## src/rtl/biss_pkg.sv

```systemverilog
// Shared BiSS-C definitions: frame states, CRC polynomial and field widths.
// Used by the slave transmitter and reusable by a master receiver.
package biss_pkg;

  typedef enum logic [2:0] {
    ST_IDLE,
    ST_ARM,
    ST_ACK,
    ST_START,
    ST_CDS,
    ST_DATA,
    ST_CRC,
    ST_TIMEOUT
  } biss_state_t;

  localparam logic [6:0] CRC_POLY = 7'b1000011;

  localparam int POS_W        = 26;
  localparam int CRC_W        = 6;
  localparam int FRAME_DATA_W = 28;

endpackage

```

## src/rtl/biss_crc6.sv

```systemverilog
// Serial CRC-6 (x^6+x+1), init 0, non-inverted, one bit per enabled clk.
// Feeding data then its CRC through this leaves a zero remainder.
import biss_pkg::*;

module biss_crc6 (
  input  logic             clk,
  input  logic             rst,
  input  logic             clear,
  input  logic             en,
  input  logic             din,
  output logic [CRC_W-1:0] crc
);

  logic [CRC_W-1:0] r_crc;
  logic             w_fb;

  assign w_fb = din ^ r_crc[CRC_W-1];
  assign crc  = r_crc;

  always_ff @(posedge clk) begin
    if (rst || clear) begin
      r_crc <= '0;
    end else if (en) begin
      r_crc <= {r_crc[CRC_W-2:0], 1'b0}
             ^ (w_fb ? CRC_POLY[CRC_W-1:0] : '0);
    end
  end

endmodule

```

## src/rtl/biss_slave_tx.sv

```systemverilog
// BiSS-C slave transmitter: ACK, start, CDS, 28 data bits, CRC-6, timeout.
// Optional BISS_SLAVE_CRC_ERR_INJ_EN adds crc_err_inj to flip the CRC LSB.
import biss_pkg::*;

module biss_slave_tx #(
  parameter int ACK_CYCLES   = 2,
  parameter int TIMEOUT_CLKS = 1000
) (
  input  logic             clk,
  input  logic             rst,
  input  logic             ma,
  input  logic [POS_W-1:0] pos_data,
  input  logic             err_n,
  input  logic             warn_n,
`ifdef BISS_SLAVE_CRC_ERR_INJ_EN
  input  logic             crc_err_inj,
`endif
  output logic             sl,
  output logic             busy,
  output logic             frame_done
);

  localparam int TW = (TIMEOUT_CLKS > 1) ? $clog2(TIMEOUT_CLKS) : 1;
  localparam int DW = FRAME_DATA_W;

  biss_state_t     r_state, w_nxt;
  logic            r_ma_s1, r_ma_s2, r_ma_d;
  logic [DW-1:0]   r_sh, w_sh;
  logic [5:0]      r_bcnt, w_bcnt;
  logic [3:0]      r_acnt, w_acnt;
  logic [TW-1:0]   r_to_cnt;
  logic            r_sl, w_sl;
  logic            r_fd, w_fd;
  logic            w_rise, w_fall, w_to_hit, w_to_clr;
  logic            w_crc_clr, w_crc_en;
  logic [CRC_W-1:0] w_crc, w_crc_tx;
  logic            w_latch;

  assign w_rise   = r_ma_s2 & ~r_ma_d;
  assign w_fall   = ~r_ma_s2 & r_ma_d;
  assign busy     = (r_state != ST_IDLE) && (r_state != ST_ARM);
  assign w_to_hit = r_ma_s2 && busy
                 && (r_to_cnt == TW'(TIMEOUT_CLKS - 1));
  assign w_to_clr = (w_nxt != r_state);
  assign w_latch  = (r_state == ST_ARM) && w_rise;
  assign sl         = r_sl;
  assign frame_done = r_fd;

`ifdef BISS_SLAVE_CRC_ERR_INJ_EN
  logic r_inj;
  always_ff @(posedge clk) begin
    if (rst)          r_inj <= 1'b0;
    else if (w_latch) r_inj <= crc_err_inj;
  end
  assign w_crc_tx = w_crc ^ {{(CRC_W-1){1'b0}}, r_inj};
`else
  assign w_crc_tx = w_crc;
`endif

  biss_crc6 u_crc (
    .clk   (clk),
    .rst   (rst),
    .clear (w_crc_clr),
    .en    (w_crc_en),
    .din   (r_sh[DW-1]),
    .crc   (w_crc)
  );

  always_comb begin
    w_nxt     = r_state;
    w_sl      = r_sl;
    w_sh      = r_sh;
    w_bcnt    = r_bcnt;
    w_acnt    = r_acnt;
    w_fd      = 1'b0;
    w_crc_clr = 1'b0;
    w_crc_en  = 1'b0;
    unique case (r_state)
      ST_IDLE: begin
        w_sl = 1'b1;
        if (w_fall) w_nxt = ST_ARM;
      end
      ST_ARM: begin
        w_sl = 1'b1;
        if (w_rise) begin
          w_nxt     = ST_ACK;
          w_sl      = 1'b0;
          w_sh      = {pos_data, err_n, warn_n};
          w_acnt    = 4'd1;
          w_crc_clr = 1'b1;
        end
      end
      ST_ACK: if (w_rise) begin
        if (r_acnt == 4'(ACK_CYCLES)) begin
          w_nxt = ST_START;
          w_sl  = 1'b1;
        end else begin
          w_acnt = r_acnt + 4'd1;
          w_sl   = 1'b0;
        end
      end
      ST_START: if (w_rise) begin
        w_nxt = ST_CDS;
        w_sl  = 1'b0;
      end
      ST_CDS: if (w_rise) begin
        w_nxt    = ST_DATA;
        w_sl     = r_sh[DW-1];
        w_sh     = {r_sh[DW-2:0], 1'b0};
        w_crc_en = 1'b1;
        w_bcnt   = 6'd1;
      end
      ST_DATA: if (w_rise) begin
        if (r_bcnt == 6'(DW)) begin
          w_nxt  = ST_CRC;
          w_sl   = w_crc_tx[CRC_W-1];
          w_sh   = {w_crc_tx[CRC_W-2:0], {(DW-CRC_W+1){1'b0}}};
          w_bcnt = 6'd1;
        end else begin
          w_sl     = r_sh[DW-1];
          w_sh     = {r_sh[DW-2:0], 1'b0};
          w_crc_en = 1'b1;
          w_bcnt   = r_bcnt + 6'd1;
        end
      end
      ST_CRC: if (w_rise) begin
        if (r_bcnt == 6'(CRC_W)) begin
          w_nxt = ST_TIMEOUT;
          w_sl  = 1'b0;
          w_fd  = 1'b1;
        end else begin
          w_sl   = r_sh[DW-1];
          w_sh   = {r_sh[DW-2:0], 1'b0};
          w_bcnt = r_bcnt + 6'd1;
        end
      end
      ST_TIMEOUT: begin
        w_sl = 1'b0;
        if (w_to_hit) begin
          w_nxt = ST_IDLE;
          w_sl  = 1'b1;
        end
      end
      default: begin
        w_nxt = ST_IDLE;
        w_sl  = 1'b1;
      end
    endcase
    // MA stuck high mid-frame: abandon the frame without frame_done
    if (w_to_hit && r_state != ST_TIMEOUT) begin
      w_nxt = ST_TIMEOUT;
      w_sl  = 1'b0;
      w_fd  = 1'b0;
    end
  end

  always_ff @(posedge clk) begin
    if (rst) begin
      r_ma_s1 <= 1'b1;
      r_ma_s2 <= 1'b1;
      r_ma_d  <= 1'b1;
      r_state <= ST_IDLE;
      r_sh    <= '0;
      r_bcnt  <= '0;
      r_acnt  <= '0;
      r_sl    <= 1'b1;
      r_fd    <= 1'b0;
    end else begin
      r_ma_s1 <= ma;
      r_ma_s2 <= r_ma_s1;
      r_ma_d  <= r_ma_s2;
      r_state <= w_nxt;
      r_sh    <= w_sh;
      r_bcnt  <= w_bcnt;
      r_acnt  <= w_acnt;
      r_sl    <= w_sl;
      r_fd    <= w_fd;
    end
  end

  always_ff @(posedge clk) begin
    if (rst || w_to_clr || !r_ma_s2 || !busy) r_to_cnt <= '0;
    else                                      r_to_cnt <= r_to_cnt + 1'b1;
  end

endmodule

```

## config.mk

```make
export PLATFORM = sky130hd
export DESIGN_NAME = biss_slave_tx
export DESIGN_NICKNAME = d
export VERILOG_FILES = /design/src/rtl/biss_pkg.sv /design/src/rtl/biss_crc6.sv /design/src/rtl/biss_slave_tx.sv
export SDC_FILE = /design/constraint.sdc
export NUM_CORES = 1
export LEC_CHECK = 0
export ABC_AREA = 1
export ABC_CLOCK_PERIOD_IN_PS = 1800
export CAP_MARGIN = 20
export CORE_MARGIN = 5
export CORE_UTILIZATION = 25
export DETAILED_ROUTE_END_ITERATION = 8
export HOLD_SLACK_MARGIN = 0.03
export PLACE_DENSITY = 0.45
export SYNTH_ARGS = -nofsm -noshare
export SYNTH_HDL_FRONTEND = slang
export SYNTH_HIERARCHICAL = 1
export SYNTH_SLANG_ARGS = --single-unit
```

## constraint.sdc

```tcl
create_clock -name clk -period 1.8 [get_ports clk]
set_clock_uncertainty 0.1 [all_clocks]
set_input_delay 0.36 -clock clk [delete_from_list [all_inputs] [get_ports clk]]
set_output_delay 0.36 -clock clk [all_outputs]
set_load 0.005 [all_outputs]
```

==> results by group, run 1 <==
Synth
  • Avg Cell Area, Syn: 7.64 µm²
  • Top post-synthesis cells by area: dfxtp_1 39%, nand2_1 8.9%, a22oi_1 5.2%, a21oi_1 4.8%, nand3_1 4.2%
  • Register bit total from synthesis: 62
  • Netlist area before placement: 3200 µm²
  • Seq/Total Area, Yosys: 0.388
  • Synth Flop Type: dfxtp_1
  • Area share of the leading cell type in the synthesized netlist: 0.388
  • Post-synth cell types: 39
  • Yosys warns: 6
  • Top-count cell post-synth: nand2_1
  • Post-synth EDFFs: 0
  • Synth Instances: 419
  • Cell accounting for the most synthesized area: dfxtp_1
  • Net Count, Synth: 456
  • Top post-synthesis cells by count: 76 x nand2_1, 62 x dfxtp_1, 31 x a21oi_1, 31 x inv_1, 28 x nor2_1
  • Asr flop ratio synth: 0

Worst setup path
  • Req. time, crit path: 1.96 ns
  • Worst r2r dst: r_to_cnt[9]$_SDFF_PP0_
  • Worst-path maximum fanout: 5
  • Crit path launch type: flip-flop
  • Critical path class: flip-flop to flip-flop
  • Crit path max-delay family: simple AND/OR/NAND/NOR gates
  • Worst stage delay on the critical path: 0.35 ns
  • CP bufs+invs: 0
  • Worst Path Arrival: 1.89 ns
  • WP depth: 11
  • R2R cell count: 11
  • Crit path capture: r_to_cnt[9]$_SDFF_PP0_
  • CP endpoint kind: flip-flop
  • Crit path top cell by count: nand3_2
  • Worst R2R Setup Slack: 0.07 ns
  • CP cell instances: ha_4, nand2_1, nor2_4, nand3_2, nand2_4, nand3_2, nand2_1, nand3_2, nor2_4, nand2_4, nor2_2
  • CP max stage cell: dfxtp_2
  • Worst R2R Start: r_to_cnt[0]$_SDFF_PP0_
  • CP startpoint: r_to_cnt[0]$_SDFF_PP0_

Placed design
  • Port buffer count: 33
  • Cells after DPL: 644
  • DP HPWL: 5.52 mm
  • GP Congestion: 0.821

Power
  • Power per cell area: 759 nW/µm²
  • Gate power share: 0.085
  • Power after layout: 0.00353 W
  • Clock power share: 0.504
  • P_sw: 0.000742 W
  • Pleak: 1.87 nW
  • Sw frac: 0.210
  • Maximum vdd drop: 0.349 mV
  • Internal: 0.00278 W
  • Seq pwr share: 0.411

Clocking
  • H-tree levels: 3
  • CTS Buffer Depth: 2
  • Clk slew on worst S/H paths: 0.05 ns
  • CTS tree: done
  • Cts bufs inserted: 9
  • Clk_lat worst skew: 0.32 ns
  • CTS Sinks: 62
  • Root Buffer: clkbuf_16

STA
  • Setup violators final: 0
  • Fin crit share: 0.959
  • Unrepaired setup endpoints after global routing: yes
  • Slew Viols, Final: 0
  • Endpoints failing hold: 0
  • Slew margin rel.: 0.759
  • Worst-Margin Slew: 0.359 ns
  • Fmax: 579 MHz
  • Tmin final: 1.73 ns

Route
  • Initial DRC Count: 97
  • Via density: 4.45
  • Routed len/inst: 11.9 µm
  • DRC Markers: 0
  • TritonRoute pass-1 iters: 4
  • Final wirelength: 8.02 mm
  • Total number of vias: 2997
  • Post-route ant nets: 0

Finish
  • Core Util, Final: 0.370
  • P&R area growth vs syn: 45.1%
  • Post-layout nets: 535
  • Non-filler cells, final: 674
  • Antenna Cells: 0
  • Layout cells sized above 1: 0.315

Global route
  • GRT Residual Overflow: 0
  • Gr usage total: 0.107
  • Vias in the first global route: 2867
  • Initial antenna violation count: 0
  • Largest net degree at the start of global routing: 29
  • First-pass GRT wire length: 13.1 mm

Worst hold path
  • Hold Path Stages: 1
  • Min-Delay Path Class: flip-flop to flip-flop

Floorplan
  • Die ar.: 15200 µm²
  • I/O pin cnt: 34
  • Core area: 12600 µm²
  • Cell row count: 41
  • Die Y-Extent: 123 µm
  • Starting Density: 0.255
  • Die W: 123 µm

Outcome
  • Outcome: completed

Flow run
  • MaxCap Viol Count: 0
[through the flow]
stage	area, µm²	hold slack [ns]	setup slack [ns]	setup TNS, ns
3_5_place_dp	3970	0.299	-0.0363	-0.316
5_1_grt	4640	0.329	-0.0528	-0.249
4_1_cts	4340	0.307	0.0128	0
6_report	4640	0.306	0.0731	0
3_3_place_gp	3970	0.293	-0.0106	-0.102
2_1_floorplan	3200	0.289	0.0826	0
[what timing repair did]
item | 4_1_cts | 5_1_grt
hold buffers | 0 | 0
endpoints found under the hold margin | 0 | 0
pin swaps | 7 | 22
endpoints found under the setup margin | 16 | 45
gates cloned | 1 | 2
gates resized for setup | 11 | 49
buffers inserted | 5 | 9
[registers in the layout, summed over array words and instances, names as in the netlist]
register	cells
r_sh	28
r_to_cnt	10
r_bcnt	6
u_crc/crc	6
r_acnt	4
r_state	3
frame_done	1
r_ma_d	1
r_ma_s1	1
r_ma_s2	1
sl	1
[power by group through the flow]
stage / Sequential, W / Clock, W / Combinational, W
floorplan: 0.00147 / 0 / 0.000150
global placement: 0.00148 / 0 / 0.000262
detailed placement: 0.00148 / 0 / 0.000263
CTS: 0.00145 / 0.00184 / 0.000269
global route: 0.00145 / 0.00190 / 0.000333
finish: 0.00145 / 0.00178 / 0.000301
[final cells by class]
cell class / instances / area [µm²]
Clock buffer: 10 / 229
Clock inverter: 5 / 75.1
Fill cell: 1302 / 7920
Inverter: 44 / 173
Multi-Input combinational cell: 297 / 1840
Sequential cell: 62 / 1260
Tap cell: 172 / 215
Timing Repair Buffer: 84 / 848
[logic make-up (layout without fill, tap and decap cells)]
family,Yosys count,count (layout),synth area share
compound gates,99,99,0.189
xor+xnor,8,8,0.0219
simple gates,183,184,0.286
fa+ha+maj,6,6,0.0234
flops,62,62,0.388
buf+inv,61,143,0.0922
[layer usage]
metal / vias up / share of wire / GRT usage
met2: 26 / 0.49 / 0.173
met5: - / 0 / 0
li1: 1570 / - / -
met4: 0 / 0.012 / 0.0374
met1: 1395 / 0.48 / 0.138
met3: 6 / 0.024 / 0.0274
[placed cells by master (no fill, tap or decap), drive strengths merged]
cell type and n:
o211ai 2, nand3 33, nand2 86, o21bai 1, nand4 3, buf 49
clkinv 3, dlygate4sd2 1, or2 3, xor2 5, xnor2 3, inv 44
nand3b 1, dfxtp 62, a31oi 1, bufinv 2, nor2 49, a211oi 4
a21oi 33, nor3 8, nor3b 1, clkdlybuf4s50 32, ha 6, a22oi 22
clkbuf 12, a41oi 5, o21ai 31
[worst reg2reg max path, stage by stage, from the launching register on]
cell and delay (ns):
dfxtp_2 0.35, ha_4 0.14, nand2_1 0.07, nor2_4 0.13, nand3_2 0.13, nand2_4 0.13, nand3_2 0.07, nand2_1 0.08
nand3_2 0.08, nor2_4 0.19, nand2_4 0.10, nor2_2 0.11
[worst min path at each step]
stage	from	end	slack, ns
final	r_ma_s1$_SDFF_PP1_	r_ma_s2$_SDFF_PP1_	0.31
after global placement	r_ma_s1$_SDFF_PP1_	r_ma_s2$_SDFF_PP1_	0.29
after detailed placement	r_ma_s1$_SDFF_PP1_	r_ma_s2$_SDFF_PP1_	0.30
after floorplan	r_ma_s1$_SDFF_PP1_	r_ma_s2$_SDFF_PP1_	0.29
after global routing	r_ma_s1$_SDFF_PP1_	r_ma_s2$_SDFF_PP1_	0.33
after CTS	r_ma_s1$_SDFF_PP1_	r_ma_s2$_SDFF_PP1_	0.31
Power figures use the tool's default switching activity.
==> run 2, diff against run 1 <==
--- a/config.mk
+++ b/config.mk
@@ -12,7 +12,6 @@
 export CORE_UTILIZATION = 25
 export DETAILED_ROUTE_END_ITERATION = 8
 export HOLD_SLACK_MARGIN = 0.03
-export PLACE_DENSITY = 0.45
 export SYNTH_ARGS = -nofsm -noshare
 export SYNTH_HDL_FRONTEND = slang
 export SYNTH_HIERARCHICAL = 1
==> run 2 against run 1 <==
The flow now finishes with violations (setup timing). Sequential cell count unchanged. Cell count down 1.6%. Total power down 0.77%. Maximum frequency down 5.6%. Highest routed layer unchanged.
==> results by group, run 2 (synthesis results as in run 1) <==
Finish
  • Biggest regs: r_sh: 28 flops, r_to_cnt: 10 flops
  • Largest register by flop count: r_sh
  • Layout cells sized above 1: 0.326
  • Most common library cell in the layout ignoring fill and taps: nand2_1
  • Post-layout nets: 523
  • Antenna Cells: 0
  • P&R area growth vs syn: 43.4%
  • Commonest cells after routing, fill and taps aside: 63 x nand2_1, 51 x dfxtp_1, 33 x clkdlybuf4s50_1, 30 x buf_4, 29 x a21oi_1
  • Max reg flops: 28
  • Fill cell count: 1269

Outcome
  • Outcome: finished with violations
  • Violated checks: setup timing

Route
  • Via density: 4.60
  • Post-route ant nets: 0
  • TritonRoute pass-1 iters: 4
  • Initial DRC Count: 146
  • Total number of vias: 3051
  • Routed len/inst: 12.4 µm
  • Final wirelength: 8.19 mm
  • DRC Markers: 0

Placed design
  • Pre-CTS setup slack: -0.0680 ns
  • GP Congestion: 0.873
  • Port buffer count: 33
  • DP HPWL: 5.49 mm

Worst setup path
  • CP endpoint kind: flip-flop
  • Worst-path maximum fanout: 8
  • Worst Path Arrival: 2.00 ns
  • R2R cell count: 12
  • Worst R2R Setup Slack: -0.03 ns
  • Worst R2R Start: r_state[2]$_SDFF_PP0_
  • Critical path class: flip-flop to flip-flop
  • Worst r2r dst: r_to_cnt[4]$_SDFF_PP0_
  • Crit path launch type: flip-flop
  • Req. time, crit path: 1.97 ns
  • Crit path capture: r_to_cnt[4]$_SDFF_PP0_
  • CP startpoint: r_state[2]$_SDFF_PP0_

STA
  • Unrepaired setup endpoints after global routing: yes
  • Setup violators final: 6
  • Worst-Margin Slew: 0.503 ns
  • Slew margin rel.: 0.664
  • Final worst setup slack: -0.0296 ns
  • Fin crit share: 1.02
  • Slew Viols, Final: 0
  • Fmax: 547 MHz
  • Endpoints failing hold: 0
  • Tmin final: 1.83 ns

Clocking
  • Cts bufs inserted: 9
  • CTS Buffer Depth: 2
  • H-tree levels: 3
  • CTS Sinks: 62
  • Clk slew on worst S/H paths: 0.06 ns
  • CTS tree: done
  • Root Buffer: clkbuf_16
  • Clk_lat worst skew: 0.33 ns

Global route
  • Largest net degree at the start of global routing: 35
  • Gr usage total: 0.104
  • GRT Residual Overflow: 0
  • First-pass GRT wire length: 12.8 mm
  • Vias in the first global route: 2894
  • Initial antenna violation count: 0

Floorplan
  • Die W: 123 µm
  • Cell row count: 41
  • I/O pin cnt: 34
  • Die ar.: 15200 µm²
  • Starting Density: 0.255
  • Core area: 12600 µm²
  • Die Y-Extent: 123 µm

Worst hold path
  • Min-Delay Path Class: flip-flop to flip-flop
  • Hold Path Origin: r_ma_s1$_SDFF_PP1_

Flow run
  • MaxCap Viol Count: 0

Power
  • Power after layout: 0.00350 W
  • Pleak: 1.79 nW
  • Power per cell area: 762 nW/µm²
  • Maximum vdd drop: 0.405 mV
## run 2: changes by cell type in the layout (fill, tap and decap cells not counted), sizes merged
cell / delta
clkinvlp: +1
dlygate4sd2: -1
bufinv: -1
clkdlybuf4s50: +1
inv: +2
buf: -10
clkbuf: -2
clkinv: -1
## run 2: layer usage
metal,track usage,vias to the layer above,part of all wire
met5,0,-,0
met4,0.0512,0,0.031
met3,0.0261,22,0.033
met2,0.172,49,0.50
met1,0.127,1435,0.44
li1,-,1545,-
## run 2: worst max-delay path, stage by stage (launching register included)
cell,delay (ns)
dfxtp_4,0.37
buf_8,0.14
buf_6,0.11
nor2_2,0.04
nand2_2,0.06
nand3_2,0.09
nor2_4,0.14
nand3_2,0.10
nand2_2,0.10
nand2_2,0.06
nor2_4,0.24
nand2_8,0.11
nor2_4,0.11
## run 2: metrics by stage
step	cells	utilization	TNS (ns)	hold slack (ns)	cell area (µm²)
floorplan	419	-	0	0.289	3200
global placement	637	0.310	-0.451	0.293	3890
detailed placement	637	0.310	-0.756	0.306	3890
CTS	657	0.338	0	0.320	4250
global route	663	0.365	-1.18	0.327	4590
finish	663	0.365	-0.0622	0.317	4590
## run 2: cell type report
cell class,count,area (µm²),area share
Sequential cell,62,1260,0.275
Clock inverter,6,68.8,0.0150
Inverter,44,183,0.0398
Tap cell,172,215,0.0469
Timing Repair Buffer,72,691,0.150
Multi-Input combinational cell,297,1930,0.421
Clock buffer,10,239,0.0520
## run 2: how the worst min path moves through the flow
stage | to | slack [ns] | cells after the start
2_1_floorplan | r_ma_s2$_SDFF_PP1_ | 0.29 | 1
3_3_place_gp | r_ma_s2$_SDFF_PP1_ | 0.29 | 1
3_5_place_dp | r_ma_s2$_SDFF_PP1_ | 0.31 | 1
4_1_cts | r_ma_s2$_SDFF_PP1_ | 0.32 | 1
5_1_grt | r_ma_s2$_SDFF_PP1_ | 0.33 | 1
6_report | r_ma_s2$_SDFF_PP1_ | 0.32 | 1
## run 2: power by group
part	total (W)	internal, W	switching, W
clock	0.00177	0.00112	0.000651
combinational	0.000281	0.000148	0.000133
sequential	0.00145	0.00142	0.0000324
total	0.00350	0.00268	0.000816
## run 2: repair_timing
item / 4_1_cts / 5_1_grt
buffers inserted: 3 / 6
hold buffers: 0 / 0
setup endpoints to repair: 19 / 48
gates resized for setup: 11 / 76
pin swaps: 2 / 22
cloned: 1 / 0
